$ cat src/rtl/dsa_mem_pkg.sv
// Shared types and width helpers for the DSA memory arbiter and the cores that
// sit in front of wide_onchip_mem.
package dsa_mem_pkg;

  typedef enum logic [0:0] {
    ARB_RR    = 1'b0,
    ARB_FIXED = 1'b1
  } arb_mode_e;

  // Port-index width; kept at least 1 bit so a single-port build still has a field.
  function automatic int port_idx_w(input int n_ports);
    return (n_ports > 1) ? $clog2(n_ports) : 1;
  endfunction

  // Occupancy counter must represent 0..depth inclusive.
  function automatic int cnt_w(input int depth);
    return $clog2(depth) + 1;
  endfunction

endpackage

$ cat src/rtl/dsa_tag_fifo.sv
// Tag FIFO holding the requester index of each outstanding read, oldest at head.
// Head is combinational so a memory response can be routed in the same cycle.
module dsa_tag_fifo
  import dsa_mem_pkg::*;
#(
  parameter  int W     = 1,
  parameter  int DEPTH = 4,
  localparam int PTR_W = $clog2(DEPTH),
  localparam int CNT_W = cnt_w(DEPTH)
) (
  input  logic             clk,
  input  logic             rst,
  input  logic             push,
  input  logic [W-1:0]     din,
  input  logic             pop,
  output logic [W-1:0]     head,
  output logic             full,
  output logic             empty,
  output logic [CNT_W-1:0] count
);

  logic [W-1:0]     mem [DEPTH];
  logic [PTR_W-1:0] wr_ptr;
  logic [PTR_W-1:0] rd_ptr;
  logic             do_push;
  logic             do_pop;

  assign do_push = push && !full;
  assign do_pop  = pop && !empty;

  // DEPTH is a power of two, so pointers wrap naturally.
  always_ff @(posedge clk or posedge rst) begin
    if (rst) begin
      wr_ptr <= '0;
      rd_ptr <= '0;
      count  <= '0;
    end else begin
      if (do_push) wr_ptr <= wr_ptr + PTR_W'(1);
      if (do_pop)  rd_ptr <= rd_ptr + PTR_W'(1);
      count <= count + CNT_W'(do_push) - CNT_W'(do_pop);
    end
  end

  always_ff @(posedge clk) begin
    if (do_push) mem[wr_ptr] <= din;
  end

  assign head  = mem[rd_ptr];
  assign full  = (count == CNT_W'(DEPTH));
  assign empty = (count == '0);

endmodule

$ cat src/rtl/dsa_mem_arbiter.sv
// N-port arbiter sharing one single-port wide memory: round-robin or fixed
// priority, optional exclusive lock, bounded outstanding reads, in-order response routing.
module dsa_mem_arbiter
  import dsa_mem_pkg::*;
#(
  parameter  int N_PORTS   = 2,
  parameter  int AW        = 18,
  parameter  int DW        = 32,
  parameter  int MAX_OUTST = 4,
  parameter  int ARB_MODE  = 0,
  localparam int PIW       = port_idx_w(N_PORTS),
  localparam int CNT_W     = cnt_w(MAX_OUTST)
) (
  input  logic                  clk,
  input  logic                  rst,
  input  logic [N_PORTS-1:0]    s_req_valid,
  output logic [N_PORTS-1:0]    s_req_ready,
  input  logic [N_PORTS-1:0]    s_req_we,
  input  logic [N_PORTS*AW-1:0] s_req_addr,
  input  logic [N_PORTS*DW-1:0] s_req_wdata,
  output logic [N_PORTS-1:0]    s_resp_valid,
  output logic [DW-1:0]         s_resp_rdata,
  input  logic                  i_lock_en,
  input  logic [PIW-1:0]        i_lock_port,
  output logic                  m_req_valid,
  output logic                  m_req_we,
  output logic [AW-1:0]         m_req_addr,
  output logic [DW-1:0]         m_req_wdata,
  input  logic                  m_req_ready,
  input  logic                  m_resp_valid,
  input  logic [DW-1:0]         m_resp_rdata,
  output logic                  o_busy,
  output logic                  o_err_orphan
);

  localparam bit FIXED_PRIO = (ARB_MODE == int'(ARB_FIXED));

  logic [N_PORTS-1:0] lock_mask;
  logic [N_PORTS-1:0] eligible;
  logic [PIW-1:0]     rr_ptr;
  logic [PIW-1:0]     cand_idx;
  logic [PIW-1:0]     win_idx;
  logic [PIW-1:0]     tag_head;
  logic               win_found;
  logic               win_is_read;
  logic               read_blocked;
  logic               accept;
  logic               resp_hit;
  logic               tag_full;
  logic               tag_empty;
  logic [CNT_W-1:0]   tag_count;

  always_comb begin
    lock_mask = {N_PORTS{1'b1}};
    if (i_lock_en) lock_mask = N_PORTS'(1) << i_lock_port;
  end

  assign eligible = rst ? '0 : (s_req_valid & lock_mask);

  // Scan starts at rr_ptr (round-robin) or at index 0 (fixed priority).
  always_comb begin
    win_found = 1'b0;
    win_idx   = '0;
    cand_idx  = '0;
    for (int k = 0; k < N_PORTS; k++) begin
      cand_idx = FIXED_PRIO ? PIW'(k) : PIW'((int'(rr_ptr) + k) % N_PORTS);
      if (!win_found && eligible[cand_idx]) begin
        win_found = 1'b1;
        win_idx   = cand_idx;
      end
    end
  end

  // Handshake: a request transfers in the cycle where valid and ready are both
  // high on the same side; s_req_ready[w] mirrors m_req_ready for the winner
  // only. A full tracker holds off a winning read but never a winning write.
  assign win_is_read  = !s_req_we[win_idx];
  assign read_blocked = tag_full && win_is_read;
  assign m_req_valid  = win_found && !read_blocked;
  assign m_req_we     = s_req_we[win_idx];
  assign m_req_addr   = s_req_addr[win_idx*AW +: AW];
  assign m_req_wdata  = s_req_wdata[win_idx*DW +: DW];
  assign accept       = m_req_valid && m_req_ready;
  assign s_req_ready  = accept ? (N_PORTS'(1) << win_idx) : '0;

  always_ff @(posedge clk or posedge rst) begin
    if (rst) begin
      rr_ptr <= '0;
    end else if (accept && !FIXED_PRIO) begin
      rr_ptr <= (int'(win_idx) == N_PORTS - 1) ? '0 : win_idx + PIW'(1);
    end
  end

  // Responses come back in issue order, so the oldest tag names the owner.
  assign resp_hit     = m_resp_valid && !tag_empty && !rst;
  assign s_resp_valid = resp_hit ? (N_PORTS'(1) << tag_head) : '0;
  assign s_resp_rdata = m_resp_rdata;

  dsa_tag_fifo #(
    .W     (PIW),
    .DEPTH (MAX_OUTST)
  ) u_tag_fifo (
    .clk   (clk),
    .rst   (rst),
    .push  (accept && win_is_read),
    .din   (win_idx),
    .pop   (resp_hit),
    .head  (tag_head),
    .full  (tag_full),
    .empty (tag_empty),
    .count (tag_count)
  );

  always_ff @(posedge clk or posedge rst) begin
    if (rst) begin
      o_err_orphan <= 1'b0;
    end else if (m_resp_valid && tag_empty) begin
      o_err_orphan <= 1'b1;
    end
  end

  assign o_busy = (tag_count != '0);

endmodule

$ cat config.mk
export PLATFORM = sky130hd
export DESIGN_NAME = dsa_mem_arbiter
export DESIGN_NICKNAME = d
export VERILOG_FILES = /design/src/rtl/dsa_mem_pkg.sv /design/src/rtl/dsa_tag_fifo.sv /design/src/rtl/dsa_mem_arbiter.sv
export SDC_FILE = /design/constraint.sdc
export NUM_CORES = 1
export LEC_CHECK = 0
export ABC_AREA = 1
export CAP_MARGIN = 40
export CORE_AREA = 4 4 89 91
export CTS_CLUSTER_DIAMETER = 30
export DETAILED_ROUTE_END_ITERATION = 8
export DIE_AREA = 0 0 93 95
export PLACE_DENSITY = 0.85
export SYNTH_ARGS = -nofsm -noshare
export SYNTH_HDL_FRONTEND = slang
export SYNTH_SLANG_ARGS = --single-unit
$ cat constraint.sdc
create_clock -name clk -period 6.5 [get_ports clk]
set_input_delay 1.3 -clock clk [delete_from_list [all_inputs] [get_ports clk]]
set_output_delay 1.3 -clock clk [all_outputs]
set_load 0.005 [all_outputs]
**Word-level counts from Yosys, hierarchy flattened**

Memory sizes are Yosys's and may differ from the RTL's.
Cells that the tools add are included.

- Memories: 1
- Output and inout port bits: 90
- Input bits: 142
- Register bits: 9
- Logic and storage cells: 58
- Memory bits (writable): 4

Memory list:

| name | depth | bits a word | rd ports | clocked after memory_dff | wr ports | line | RTL |
|---|---|---|---|---|---|---|---|
| u_tag_fifo.mem | 4 | 1 | 1 | 0 | 1 | dsa_tag_fifo.sv:22 | `logic [W-1:0] mem [DEPTH];` |

- Add/subtract/negate cells: 6
- Bitwise logic cells: 1
- Eq/ne operators: 1
- Multipliers: 1
- Reduce and logical (&&, ||, !) cells: 18
- Shift operators: 5
- $lt $le $gt $ge: 3
- Mux-type cells: 17

Operator list:

| operator | count |
|---|---|
| $shiftx A64 B7 Y32 | 1 |
| $shiftx A36 B7 Y18 | 1 |
| $mux W1 | 13 |
| $logic_and A1 B1 Y1 | 10 |
| $mux W2 | 4 |
| $logic_not A1 Y1 | 6 |
| $lt A1 B2 Y1 const B | 3 |
| $shl A1 B1 Y2 const A | 3 |
| $mul A1 B4 Y5 const B | 1 |
| $add A2 B1 Y2 const B | 2 |
| $add A3 B1 Y3 | 1 |
| $eq A3 B3 Y1 const B | 1 |
| $logic_not A3 Y1 | 1 |
| $reduce_bool A3 Y1 | 1 |
| $sub A3 B1 Y3 | 1 |
| $add A1 B1 Y1 const B | 2 |
| $and A2 B2 Y2 | 1 |

**Longest topological paths before layout**

- Word-level depth: 21
- Gate-level depth with buffers: 13
- Gate-level depth less buffers: 13

**Modules after synthesis**

Synthesis repeated with hierarchy kept, for this count alone.

- Cell total of the unflattened synthesis: 303
- Area, all modules: 1,795.5 µm²

Modules (own cells, without submodules):

| module | cells each | instances | area each (µm²) | sequential area each (µm²) |
|---|---|---|---|---|
| dsa_mem_arbiter | 229 | 1 | 1,134.8 | 50.0 |
| dsa_tag_fifo | 74 | 1 | 660.6 | 295.3 |

**Worst setup path after synthesis**

OpenSTA, ideal clock, no wires.

- Path type: input-to-output
- From: input rst
- To: output s_req_ready[1]
- Stages: 9
- Arrival time: 2,200 ps
- Path slack: 3,000 ps
- Cell sequence: inv_2 -> nand2_2 -> nor2_4 -> nand2_4 -> nand2_1 -> nand2_2 -> nand2_1 -> nand3_1 -> nor2_1

- Longest elaborated chain between the ends: 15
- Elaborated cells between the ends (all ways): 20

Ends and longest elaborated chain:

| what | line | RTL |
|---|---|---|
| start: declaration | dsa_mem_arbiter.sv:15 | `input logic rst,` |
| $mux W2 (*) | dsa_mem_arbiter.sv:58 | `assign eligible = rst ? '0 : (s_req_valid & lock_mask);` |
| $mux W1 (implied by the code) (2 in a row) | dsa_mem_arbiter.sv:67 | `if (!win_found && eligible[cand_idx]) begin` |
| $mux W1 | dsa_mem_arbiter.sv:67 |  |
| $logic_not A1 Y1 | dsa_mem_arbiter.sv:67 |  |
| $logic_and A1 B1 Y1 | dsa_mem_arbiter.sv:67 |  |
| $mux W1 | dsa_mem_arbiter.sv:67 |  |
| $mux W1 (implied by the code) (2 in a row) | dsa_mem_arbiter.sv:77 | `assign win_is_read = !s_req_we[win_idx];` |
| $logic_not A1 Y1 | dsa_mem_arbiter.sv:77 |  |
| $logic_and A1 B1 Y1 | dsa_mem_arbiter.sv:78 | `assign read_blocked = tag_full && win_is_read;` |
| $logic_not A1 Y1 | dsa_mem_arbiter.sv:79 | `assign m_req_valid = win_found && !read_blocked;` |
| $logic_and A1 B1 Y1 | dsa_mem_arbiter.sv:79 |  |
| $logic_and A1 B1 Y1 | dsa_mem_arbiter.sv:83 | `assign accept = m_req_valid && m_req_ready;` |
| $mux W2 (*) | dsa_mem_arbiter.sv:84 | `assign s_req_ready = accept ? (N_PORTS'(1) << win_idx) : '0;` |
| end: declaration | dsa_mem_arbiter.sv:17 | `output logic [N_PORTS-1:0] s_req_ready,` |

Mark *: on every way between the ends. The rest lies on a longest branch, timed or not. The select of a mux whose other input is x is not followed.

**Final worst setup path**

- From: input rst
- To: output m_req_wdata[14]

- Longest elaborated chain between the ends: 8
- Elaborated cells between the ends (all ways): 11

Ends and longest elaborated chain:

| what | line | RTL |
|---|---|---|
| $mux W2 (*) | dsa_mem_arbiter.sv:58 |  |
| $mux W1 (implied by the code) (2 in a row) | dsa_mem_arbiter.sv:67 |  |
| $mux W1 | dsa_mem_arbiter.sv:67 |  |
| $logic_not A1 Y1 | dsa_mem_arbiter.sv:67 |  |
| $logic_and A1 B1 Y1 | dsa_mem_arbiter.sv:67 |  |
| $mux W1 (*) | dsa_mem_arbiter.sv:67 |  |
| $shiftx A64 B7 Y32 (*) | dsa_mem_arbiter.sv:82 | `assign m_req_wdata = s_req_wdata[win_idx*DW +: DW];` |
| end: declaration | dsa_mem_arbiter.sv:28 | `output logic [DW-1:0] m_req_wdata,` |

Marked as above.

==> flow_summary.toml <==
[power]
power_switching_mw = 0.180
p_seq_frac = 0.271
intPower_mw = 0.332
peakVddDrop_mv = 0.0635
pwr-share-comb = 0.589
p_per_area_mw_per_mm2 = 159
switching_share = 0.352
pwr-share-clk = 0.139
p_leak_nw = 1.54

[layout]
layout-drive-gt1-share = 0.0360
area.sequential_um2 = 345
final_area_mm2 = 0.00322
layout.cells.non_filler = 516
nets = 567
multiInputGateArea_um2 = 930
n_antenna_cell = 0
area_growth_pct = 93.5
fill_cells = 722

[min_path]
min_from = "o_err_orphan"
holdPathEnd = "o_err_orphan"
whs_path_depth = 1
hold_path.class = "flop to flop"

[clock_tree]
cts_buffers = 3
cts_resized = 0
cts_tree = "yes"
h-tree-depth = 1
clock-sinks = 13
cts-root-buf = "clkbuf_8"
hold_buffers = 0
clock_path_buffers = 2
cts_setup_buffers = 0
clkTransAtPathRegs_ns = 0.05
insertion_delay_ns = 0.24

[global_routing]
grt_max_degree = 55
grt_pass1_wl_um = 10500
grt_pass1_vias = 2205
antenna_found_initial = 0
grt_overflow = 0
grt_use_total = 0.149

[die]
die_h_um = 95
dieArea_mm2 = 0.00884
start_util = 0.233
chipWidth_um = 93
coreArea_mm2 = 0.00714
fp-row-count = 31
ioPinCount = 232

[synthesis]
yosysSeqAreaShare = 0.208
synthArstFlopShare = 0.692
ys_ff_latch = 13
yosysTopAreaCellShare = 0.377
synth_edf_count = 4
synthTopCellsByCount = "nand2_1, buf_4, inv_1"
ys_warn_count = 0
syn_area_mm2 = 0.00166
synth_cell_types = 26
synth_fp_nets = 437
synthTopCellsByArea = "nand2_1, buf_4, dfrtp_1, edfxtp_1, inv_1"
yosysMostFrequentCell = "nand2_1"
synth_ff_type = "dfrtp_1"
netlist_instances = 288
syn_avg_cell_area_um2 = 5.78
yosys.area.top_type = "nand2_1"

[sta]
fmax_ghz = 0.183
tightest_slew_ns = 0.823
max-slew-margin-rel = 0.451
clock_skew_ns = 0.00365
drv_slew = 0
hold_viol = 0
final.setup.tns_ns = 0
min_period_ns = 5.46
setup_viol = 0
worst_slack_ns = 1.04
post-route-period-util = 0.840
rsz0062_at_grt = "false"

[place]
place_inst = 512
gp_congestion = 0.825
placed_cell_area_mm2 = 0.00318
place_ws_ns = 0.965
dp_hpwl_um = 5900
port_buffers = 167

[setup_path]
worst_setup_path_end_kind = "output port"
crit_fanout = 54
cp.required_ns = 5.20
path_class = "input port to output port"
start_kind = "input port"
ff2ff_path_depth = 12
arrival_ns = 4.16
r2r-start = "rr_ptr"
r2r_slack_ns = 4.00
r2r-end = "u_tag_fifo.count[2]"

[route]
wl_um = 6820
drtIter0Drc = 50
ant_nets = 0
via_per_inst = 4.19
via_count = 2160
drc_errors = 0
wl_per_cell_um = 13.2
drt_pre_antenna_iters = 5

[run_status]
outcome = "completed"

[job]
maxCapViolations = 0
cell usage in the layout, fill, tap and decap left out, drive strengths merged:
master,instances
nand2,170
clkdlybuf4s50,167
inv,28
nor2,14
dfrtp,9
ha,6
edfxtp,4
nand3,4
clkbuf,4
xor2,2
nand4,2
o21ai,1
nor3,1
a21oi,1
a32oi,1
xnor2,1
a21o,1
fa,1
logic make-up after synthesis:
family,Yosys count,share of synthesized area
AND/OR/NAND/NOR,191,0.468
buffers and inverters,70,0.234
flip-flops,13,0.208
adder cells (fa/ha/maj),7,0.0571
AO/OA/AOI/OAI,4,0.0180
XOR/XNOR,3,0.0158
worst max path at each step:
stage,from,to,slack (ns)
CTS,rst,m_req_wdata[14],0.96
detailed placement,rst,m_req_wdata[14],0.97
floorplan,rst,s_req_ready[1],3.00
global route,rst,m_req_wdata[14],0.73
global placement,rst,m_req_wdata[14],1.06
finish,rst,m_req_wdata[14],1.04
registers in the layout (all words and copies together) (netlist names):
register,count
u_tag_fifo.mem,4
u_tag_fifo.count,3
u_tag_fifo.rd_ptr,2
u_tag_fifo.wr_ptr,2
o_err_orphan,1
rr_ptr,1
cell type report:
| type | count | area share |
|---|---|---|
| sequential | 13 | 0.107 |
| inverter | 28 | 0.0326 |
| timing repair buffer | 167 | 0.519 |
| multi-input combinational | 205 | 0.289 |
| clock buffer | 4 | 0.0140 |
| tap | 99 | 0.0385 |
power groups by stage:
stage / Clock, mW / Sequential, mW / Combinational (mW)
2_1_floorplan: 0 / 0.134 / 0.151
3_3_place_gp: 0 / 0.137 / 0.291
3_5_place_dp: 0 / 0.141 / 0.304
4_1_cts: 0.0734 / 0.139 / 0.307
5_1_grt: 0.0770 / 0.143 / 0.340
6_report: 0.0713 / 0.139 / 0.302
stage by stage:
stage | hold WS, ns | utilization | power (mW)
after floorplan | 0.442 | - | 0.285
after global placement | 0.438 | 0.445 | 0.428
after detailed placement | 0.444 | 0.445 | 0.445
after CTS | 0.456 | 0.451 | 0.519
after global routing | 0.487 | 0.451 | 0.560
final | 0.453 | 0.451 | 0.512
critical path: stages:
cell             delay (ns)
clkdlybuf4s50_1        0.45
inv_2                  0.22
nand2_2                0.12
nor2_4                 0.15
nand2_4                0.30
inv_2                  0.74
nand2_1                0.21
nand2_1                0.11
clkdlybuf4s50_1        0.52
per-layer routing:
layer,vias up,GRT usage,share of wire
met4,0,0.0208,0.0016
met3,2,0.0629,0.11
li1,1078,-,-
met2,120,0.277,0.54
met5,-,0,0
met1,960,0.160,0.36
(Power assumes the default switching activity.)
==> variant 1 (same flow settings) <==
Reset style: synchronous (`rst`), changed in 3 clocked blocks.
--- a/src/rtl/dsa_tag_fifo.sv
+++ b/src/rtl/dsa_tag_fifo.sv
@@ -31,3 +31,3 @@
   // DEPTH is a power of two, so pointers wrap naturally.
-  always_ff @(posedge clk or posedge rst) begin
+  always_ff @(posedge clk) begin
     if (rst) begin
--- a/src/rtl/dsa_mem_arbiter.sv
+++ b/src/rtl/dsa_mem_arbiter.sv
@@ -85,3 +85,3 @@
 
-  always_ff @(posedge clk or posedge rst) begin
+  always_ff @(posedge clk) begin
     if (rst) begin
@@ -113,3 +113,3 @@
 
-  always_ff @(posedge clk or posedge rst) begin
+  always_ff @(posedge clk) begin
     if (rst) begin
Function: differs if rst is asserted again (counterexample within 4 cycles, from zero or initial values and one cycle with rst high); with rst held inactive, the same outputs for 10 cycles.
==> variant 1 against the unedited design <==
  * Critical path depth stayed put
  * Power is 11% lower
  * Die area stayed put
  * Synthesized area is 2.1% higher
  * Final cell count is 1.9% higher
  * Wire length is 3.6% higher
  * Maximum frequency is 0.83% higher
  * Setup slack better by 0.045 ns
  * Global-route usage is 0.53 points lower
  * Count of clock-buffer cells in the layout stayed put
  * Final area is 1.0% higher
  * Sequential cell count is 2 higher
==> variant 1: results (changes against the unedited design) <==
outcome finished clean; Worst Skew 0.00323 ns (-0.000419 ns); critical-path maximum fanout 55 (+1.9%); min-delay src o_err_orphan; nets 577 (+1.8%); final WL 7070 um (+3.6%); clk buf depth 2 (unchanged); Peak supply drop 0.0748 mV (+18%); fraction of layout cells with a size suffix above 1 3.98% (+0.38 points); ys async rst share 0% (-69 points); First-pass DRT Iterations 4 (-1); FF-to-FF path depth 11 (-1); RePlAce Congestion 0.832 (+0.92%); synth cell count leaders nand2_1 (163), buf_4 (32), inv_1 (27); largest net degree at the start of global routing 56 (+1.8%); Net Count, Synth 447 (+2.3%); Critical R2R Launch rr_ptr; total track usage 14.4% (-0.53 points); Critical Path AT 4.11 ns (-0.05 ns); Hold WS 0.469 ns (+0.0160 ns); Mean Syn Cell Area 5.70 um2 (-1.3%); H-tree Lvls 1 (unchanged); number of global-route vias before repair 2124 (-3.7%); Post-DP HPWL 5980 um (+1.2%); post-synthesis sequential area ratio 20.0% (-0.72 points); final instance count without filler cells 526 (+1.9%); PostCTS Resize Cnt 0 (unchanged); Worst Hold End o_err_orphan; R2R setup slack 4.28 ns (+0.28 ns); Lkg Pwr 1.52 nW (-1.6%); Area contributors post-synth nand2_1 (36%), buf_4 (14%), dfxtp_1 (13%), edfxtp_1 (7.1%), inv_1 (6.0%); worst reg2reg path endpoint u_tag_fifo.count[1]; Iter 0 DRT Violations 60 (+20%); area post-placement 3210 um2 (+1.1%); placed instance count 522 (+2.0%); EDFF count, synth 4 (unchanged); Top FF cell, synth dfxtp_1; Via density 4.15 (-0.77%); pre-CTS setup slack 1.06 ns (+0.0906 ns); hold-critical path depth 2 (+1); first-pass GRT wire length 10000 um (-4.7%); Slew HR 42.5% (-2.6 points)
[variant 1: worst max path at each step]
| stage | to | slack [ns] |
|---|---|---|
| 3_5_place_dp | m_req_addr[11] | 1.06 |
| 4_1_cts | m_req_addr[11] | 1.06 |
| 2_1_floorplan | s_req_ready[1] | 3.16 |
| 6_report | m_req_addr[11] | 1.09 |
| 3_3_place_gp | m_req_addr[11] | 1.19 |
| 5_1_grt | m_req_addr[11] | 0.86 |
[variant 1: cell families after synthesis]
| kind of cell | Yosys count | synth area share, % |
|---|---|---|
| AND/OR/NAND/NOR | 192 | 46.4 |
| AO/OA/AOI/OAI | 12 | 4.12 |
| flip-flops | 15 | 20.0 |
| buffers and inverters | 71 | 23.3 |
| XOR/XNOR | 1 | 0.516 |
| adder cells (fa/ha/maj) | 7 | 5.60 |
[variant 1: power breakdown]
part	internal [mW]	leakage, nW	switching (mW)
clock	0.0434	0.0228	0.0309
combinational	0.157	1.37	0.105
sequential	0.110	0.127	0.0100
total	0.311	1.52	0.146
[variant 1: area by class of cell]
cell class,instances,area (um2)
clock buffers,4,45.0
fillers,734,3880
inverters,29,111
multi-input cells,212,962
flip-flops and latches,15,340
well taps,99,124
repair buffers,167,1670
[variant 1: metal layers]
| layer | wire [um] | global-route usage, % | up-vias |
|---|---|---|---|
| met3 | 903 | 7.25 | 12 |
| met1 | 2430 | 15.5 | 942 |
| met5 | 0 | 0 | - |
| li1 | - | - | 1111 |
| met4 | 144 | 4.88 | 0 |
| met2 | 3590 | 24.4 | 120 |
[variant 1: critical path, stage by stage]
cell and delay [ns]:
clkdlybuf4s50_1 0.51, inv_4 0.16, nand2_4 0.07, nor2_4 0.13, nand2_4 0.30, inv_2 0.77
nand2_1 0.17, nand2_1 0.15, clkdlybuf4s50_1 0.51
==> variant 2 (same flow settings) <==
Made on the original files. The parameter `ARB_MODE` goes from 0 to 1.
--- a/src/rtl/dsa_mem_arbiter.sv
+++ b/src/rtl/dsa_mem_arbiter.sv
@@ -9,3 +9,3 @@
   parameter  int MAX_OUTST = 4,
-  parameter  int ARB_MODE  = 0,
+  parameter  int ARB_MODE  = 1,
   localparam int PIW       = port_idx_w(N_PORTS),
Formal check against the unedited RTL: not equivalent (Yosys sat finds a counterexample within 4 cycles, from zero or initial values and one cycle with rst high).
==> variant 2 against the unedited design <==
  * Setup slack improved by 0.15 ns
  * Global-route usage decreased by 2.2 points
  * Sequential share of layout area decreased by 0.56 points
  * Wire length decreased by 9.2%
  * Power decreased by 5.5%
  * Non-clock buffer count unchanged
  * Synthesized area decreased by 4.1%
  * Sequential cell count decreased by 1
  * Via count decreased by 6.2%
  * Final area decreased by 2.2%
==> variant 2: results (changes against the unedited design) <==
Area contributors post-synth nand2_1 (39%), buf_4 (15%), dfrtp_1 (13%), edfxtp_1 (7.5%), ha_1 (4.7%); Peak supply drop 0.0626 mV (-1.3%); Lkg Pwr 1.50 nW (-2.8%); largest net degree at the start of global routing 56 (+1.8%); critical-path maximum fanout 55 (+1.9%); outcome finished clean; synth cell count leaders nand2_1 (164), buf_4 (32), inv_1 (20); routed length per placed instance 12.2 um (-7.4%); final WL 6200 um (-9.2%); Via density 4.00 (-4.4%); GR Util met2 24.7% (-3.0 points); met2 routed WL 3430 um (-6.4%); Yosys cell types 25 (-3.8%); post-synthesis sequential area ratio 20.1% (-0.67 points); nets 557 (-1.8%); placed instance count 502 (-2.0%); ys async rst share 66.7% (-2.6 points); Net Count, Synth 427 (-2.3%); fraction of layout cells with a size suffix above 1 3.44% (-0.16 points); wl on met1 2060 um (-15%); M3 GR Usage 5.34% (-0.96 points); slew at the pin with the worst max-slew slack 0.829 ns (+0.00625 ns); Worst Skew 0.000467 ns (-0.00318 ns); RePlAce Congestion 0.791 (-4.1%); met1 usage 12.5% (-3.5 points); Post-DP HPWL 5250 um (-11%); first-pass GRT wire length 9090 um (-14%); met3 routed WL 673 um (-6.3%); number of global-route vias before repair 1986 (-9.9%)
## variant 2: power by group
group	internal, mW	leakage [nW]	switching, mW
combinational	0.171	1.35	0.116
clock	0.0417	0.0231	0.0282
sequential	0.105	0.129	0.0218
total	0.318	1.50	0.166
## variant 2: area by class of cell
| type | count | share of cell area (%) |
|---|---|---|
| Timing Repair Buffer | 167 | 53.1 |
| Multi-Input combinational cell | 201 | 28.6 |
| Sequential cell | 12 | 10.2 |
| Tap cell | 99 | 3.93 |
| Inverter | 23 | 2.78 |
| Clock buffer | 3 | 1.31 |
| Clock inverter | 1 | 0.119 |
## variant 2: metrics by stage
stage,power (mW),area [um2],worst slack [ns]
2_1_floorplan,0.265,1600,3.07
3_3_place_gp,0.403,3110,1.21
3_5_place_dp,0.415,3110,1.13
4_1_cts,0.492,3150,1.12
5_1_grt,0.527,3150,0.868
6_report,0.484,3150,1.20
## variant 2: path summary, 6_finish.rpt
path	cells past startpoint	from	end	slack [ns]
worst min register to register	1	o_err_orphan	o_err_orphan	0.47
min in group asynchronous	2	rst	u_tag_fifo.wr_ptr[1]	1.28
worst max register to register	9	u_tag_fifo.count[1]	u_tag_fifo.count[2]	4.34
max in group asynchronous	2	rst	o_err_orphan	5.05
worst min-delay path	1	o_err_orphan	o_err_orphan	0.47
worst max-delay path	8	rst	m_req_wdata[17]	1.20
## variant 2: kinds of logic after synthesis
| logic type | Yosys count | synth area share [%] |
|---|---|---|
| compound gates | 4 | 1.73 |
| xor+xnor | 3 | 1.65 |
| fa+ha+maj | 7 | 5.96 |
| buf+inv | 65 | 23.4 |
| flops | 12 | 20.1 |
| simple gates | 187 | 47.2 |
